### src/rtl/alu8_issue_seq.sv
// Operand/issue stage feeding a combinational 8-bit ALU: reads operands from a
// small register file, captures the ALU result, writes it back and hands it downstream.
//
// state | meaning
// IDLE  | ready for an instruction; operands latched on accept
// EXEC  | latched operands drive the ALU; result captured and written back at cycle end
// HOLD  | result presented downstream until out_ready
module alu8_issue_seq #(
  parameter int ADDR_W = 2,
  parameter int CNT_W  = 16
) (
  input  logic              clk,
  input  logic              rst_n,
  input  logic              in_valid,
  output logic              in_ready,
  input  logic [2:0]        in_op,
  input  logic [ADDR_W-1:0] in_rd,
  input  logic [ADDR_W-1:0] in_rs1,
  input  logic [ADDR_W-1:0] in_rs2,
  input  logic              in_imm_en,
  input  logic [7:0]        in_imm,
  output logic [7:0]        alu_a,
  output logic [7:0]        alu_b,
  output logic [2:0]        alu_f,
  input  logic [7:0]        alu_q,
  input  logic              alu_cout,
  output logic              out_valid,
  input  logic              out_ready,
  output logic [7:0]        out_data,
  output logic [ADDR_W-1:0] out_rd,
  output logic              out_carry,
  output logic              out_zero,
  output logic [CNT_W-1:0]  ops_done,
  input  logic [ADDR_W-1:0] dbg_addr,
  output logic [7:0]        dbg_data
);

  localparam int NREG = 1 << ADDR_W;

  typedef enum logic [1:0] {IDLE, EXEC, HOLD} state_t;

  state_t            state, state_nxt;
  logic [7:0]        rf [NREG];
  logic [ADDR_W-1:0] rd_q;

  always_ff @(posedge clk or negedge rst_n) begin
    if (!rst_n) state <= IDLE;
    else        state <= state_nxt;
  end

  always_comb begin
    state_nxt = state;
    case (state)
      IDLE:    if (in_valid) state_nxt = EXEC;
      EXEC:    state_nxt = HOLD;
      HOLD:    if (out_ready) state_nxt = IDLE;
      default: state_nxt = IDLE;
    endcase
  end

  assign in_ready = (state == IDLE);
  assign dbg_data = rf[dbg_addr];

  // The alu_* registers double as the latched operands, so the ALU inputs are
  // glitch-free for the whole EXEC cycle.
  always_ff @(posedge clk or negedge rst_n) begin
    if (!rst_n) begin
      for (int i = 0; i < NREG; i++) rf[i] <= 8'h00;
      rd_q      <= '0;
      alu_a     <= 8'h00;
      alu_b     <= 8'h00;
      alu_f     <= 3'b000;
      out_valid <= 1'b0;
      out_data  <= 8'h00;
      out_rd    <= '0;
      out_carry <= 1'b0;
      out_zero  <= 1'b0;
      ops_done  <= '0;
    end else begin
      case (state)
        IDLE: begin
          if (in_valid) begin
            alu_a <= rf[in_rs1];
            alu_b <= in_imm_en ? in_imm : rf[in_rs2];
            alu_f <= in_op;
            rd_q  <= in_rd;
          end
        end
        EXEC: begin
          rf[rd_q]  <= alu_q;
          out_data  <= alu_q;
          out_carry <= alu_cout;
          out_zero  <= (alu_q == 8'h00);
          out_rd    <= rd_q;
          out_valid <= 1'b1;
        end
        HOLD: begin
          if (out_ready) begin
            out_valid <= 1'b0;
            ops_done  <= ops_done + CNT_W'(1);
          end
        end
        default: ;
      endcase
    end
  end

endmodule

### config.mk
export PLATFORM = sky130hd
export DESIGN_NAME = alu8_issue_seq
export DESIGN_NICKNAME = d
export VERILOG_FILES = /design/src/rtl/alu8_issue_seq.sv
export SDC_FILE = /design/constraint.sdc
export NUM_CORES = 1
export LEC_CHECK = 0
export CORE_MARGIN = 10
export CORE_UTILIZATION = 40
export CTS_BUF_LIST = sky130_fd_sc_hd__clkbuf_16
export CTS_CLUSTER_DIAMETER = 100
export CTS_CLUSTER_SIZE = 20
export DETAILED_ROUTE_END_ITERATION = 6
export HOLD_SLACK_MARGIN = 0.08
export PLACE_DENSITY_LB_ADDON = 0.2
export SLEW_MARGIN = 20
export SYNTH_ARGS = -nofsm -noshare
export SYNTH_HDL_FRONTEND = slang
export SYNTH_SLANG_ARGS = --single-unit
export TNS_END_PERCENT = 100
### constraint.sdc
create_clock -name clk -period 1.35 [get_ports clk]
set_input_delay 0.27 -clock clk [delete_from_list [all_inputs] [get_ports clk]]
set_output_delay 0.27 -clock clk [all_outputs]
set_load 0.03 [all_outputs]
==> results of run 1 <==
## critical path, stage by stage (launching register included)
cell and delay (ns):
dfrtp_1 0.40, mux4_2 0.51, buf_6 0.16
## metal layers
metal | track usage | vias up | routed length (um)
li1 | - | 1342 | -
met1 | 0.197 | 1491 | 4740
met2 | 0.265 | 83 | 5540
met3 | 0.0430 | 11 | 626
met4 | 0.0427 | 0 | 129
met5 | 0 | - | 0
## cells by family (layout without fill, tap and decap cells)
kind of cell | Yosys count | after routing | synth area share
multiplexers | 78 | 78 | 0.290
adder cells (fa/ha/maj) | 1 | 1 | 0.00319
flip-flops | 84 | 84 | 0.536
AO/OA/AOI/OAI | 11 | 11 | 0.0140
XOR/XNOR | 15 | 15 | 0.0354
buffers and inverters | 15 | 182 | 0.0182
AND/OR/NAND/NOR | 78 | 78 | 0.102
## repair_timing
action                     in CTS  in global routing
buffers inserted               18                 12
resized for setup             108                 53
setup endpoints to repair      75                 81
hold endpoints to repair       24                  0
hold buffers                    1                  0
pin swaps                      14                 18
## report_power, final
group          switching, uW  internal (uW)  total [uW]
Clock                    969           1600        2570
Sequential               923           3620        4540
Combinational           3460           4500        7960
## registers in the layout (all words and copies together) (netlist names), 2 cells and up
signal    count
alu_f         3
rf           32
out_data      8
alu_b         8
out_rd        2
state         2
ops_done     16
rd_q          2
alu_a         8
## how the worst min path moves through the flow
stage / from / end / slack [ns] / depth (start not counted)
6_report: rst_n / ops_done[2]$_DFFE_PN0P_ / 0.42 / 2
4_1_cts: rst_n / ops_done[2]$_DFFE_PN0P_ / 0.42 / 2
3_5_place_dp: rst_n / ops_done[2]$_DFFE_PN0P_ / 0.23 / 1
3_3_place_gp: rst_n / ops_done[2]$_DFFE_PN0P_ / 0.23 / 1
2_1_floorplan: rst_n / alu_a[0]$_DFFE_PN0P_ / -0.03 / 0
5_1_grt: rst_n / ops_done[2]$_DFFE_PN0P_ / 0.44 / 2
## stage by stage
step	setup TNS, ns	setup WS, ns
after global placement	-19.22	-0.927
after floorplan	-2.81	-0.0749
final	-5.58	-0.323
after global routing	-8.42	-0.358
after detailed placement	-20.19	-0.959
after CTS	-6.05	-0.334
## final cells by class
class,count,area share
Sequential cell,84,0.334
Clock inverter,7,0.0132
Multi-Input combinational cell,183,0.320
Timing Repair Buffer,165,0.271
Inverter,1,0.000592
Tap cell,133,0.0262
Clock buffer,9,0.0355
## cells in the mapped netlist, types with 2 or more instances
library cell,count,share of area
dfrtp_1,84,0.54
mux2_2,46,0.13
nand2_1,40,0.038
mux4_2,24,0.14
nor2_1,11,0.011
xnor2_1,11,0.025
a21oi_1,9,0.011
mux2i_1,8,0.020
buf_2,6,0.0077
nand3_1,5,0.0064
clkbuf_1,4,0.0038
nand4_1,4,0.0064
and3_1,3,0.0048
buf_1,3,0.0029
xor2_1,3,0.0067
and4_1,2,0.0045
nor2_4,2,0.0057
nor4_1,2,0.0032
o21ai_0,2,0.0026
==> results.toml, run 1 <==
[yosys]
yosys_warnings = 0
syn_area_um2 = 3920
seq_area_frac_synth = 0.536
syn_nets = 316
synthFlopType = "dfrtp_1"
synth.avg_cell_area_um2 = 13.9
synth_edf_count = 0
yosysUniqueCellTypes = 32
syn_inst = 282
synth_seq_cells = 84
synthArstFlopShare = 1.00

[worst_setup_path]
crit_arrival_ns = 1.40
path_max_fanout = 2
r2r_cells = 5
r2r-end = "rf[22]$_DFFE_PN0P_"
r2r_start = "state[1]$_DFFE_PN0P_"
end_kind = "output port"
worstSetupPathType = "reg2out"
reg2reg_slack_ns = -0.10
worstPathRequired_ns = 1.08
worstSetupStartpointType = "flip-flop"
cp-startpoint = "rf[6]$_DFFE_PN0P_"
cp-endpoint = "dbg_data[6]"

[place]
gp_congestion = 0.819
place_hpwl_mm = 7.70
io_buffers = 89
post_dp_cell_area_um2 = 5500
dp_cells = 535

[global_routing]
grt_max_degree = 28
first_global_vias = 3283
grt-ovfl-total = 0
grtUsageTotal = 0.158
antenna_found_initial = 0
grt_pass1_wl_mm = 17.9

[hold_path]
hold_path_class = "in2async"

[die]
coreArea_um2 = 9640
start_util = 0.407
die_w_um = 119
dieArea_um2 = 14200
fp.dieH_um = 119
rows = 36
pin_count = 90

[cells_and_area]
regArea_um2 = 2120
multi_input_area_um2 = 2030
drive_gt1_frac = 0.586
final_nets = 478
antenna_cells = 0
final_area_um2 = 6340
mostFrequentLayoutCells = "dfrtp_1 (73), buf_4 (67), mux2_4 (42)"
layout.cells.non_filler = 582
fillers = 747
finish.utilization = 0.658
syn_to_final_growth_pct = 61.8
final_common_cell = "dfrtp_1"

[sta]
report.final.slew_viol_count = 0
hold_ws_ns = 0.418
hold_viol = 0
worst_slew_pin_slew_ns = 0.406
min_period_ns = 1.67
fin_skew_ns = 0.00933
grt_setup_unrepaired = "yes"
min_period_over_period = 1.24
setup_viol = 54
fmax_mhz = 598
slew_headroom = 0.729
timing.final.ws_setup_ns = -0.323

[route]
via_per_inst = 5.03
drtIter0Drc = 168
routed_wl_mm = 11.0
drc = 0
final_antenna_net_count = 0
drt-pass1-iter-count = 4
drt-wirelength-per-cell_um = 19.0
routed-via-count = 2927

[power_and_ir_drop]
powerDensity_nw_per_um2 = 2380
ir_drop_mv = 1.25
power_uw = 15100
leakage_uw = 0.00290

[job]
drv_cap = 0

[cts]
cts_root_buf = "clkbuf_16"
clk_path_buf_depth = 2
cts_made_buffers = 9
cts_tree = "built"
cts.sinks = 84
cts_max_level = 3
clk_latency_ns = 0.33
path_clk_slew_ns = 0.06

[run_status]
failed_checks = "negative setup slack"
status = "complete, but fails checks"
Note: power is estimated with default switching activity, not from simulation.
==> run 2: changes to the inputs <==
- SLEW_MARGIN: 20 -> 25
==> results of run 2 <==
Final layout, timing and power as in run 1 (identical DEF).
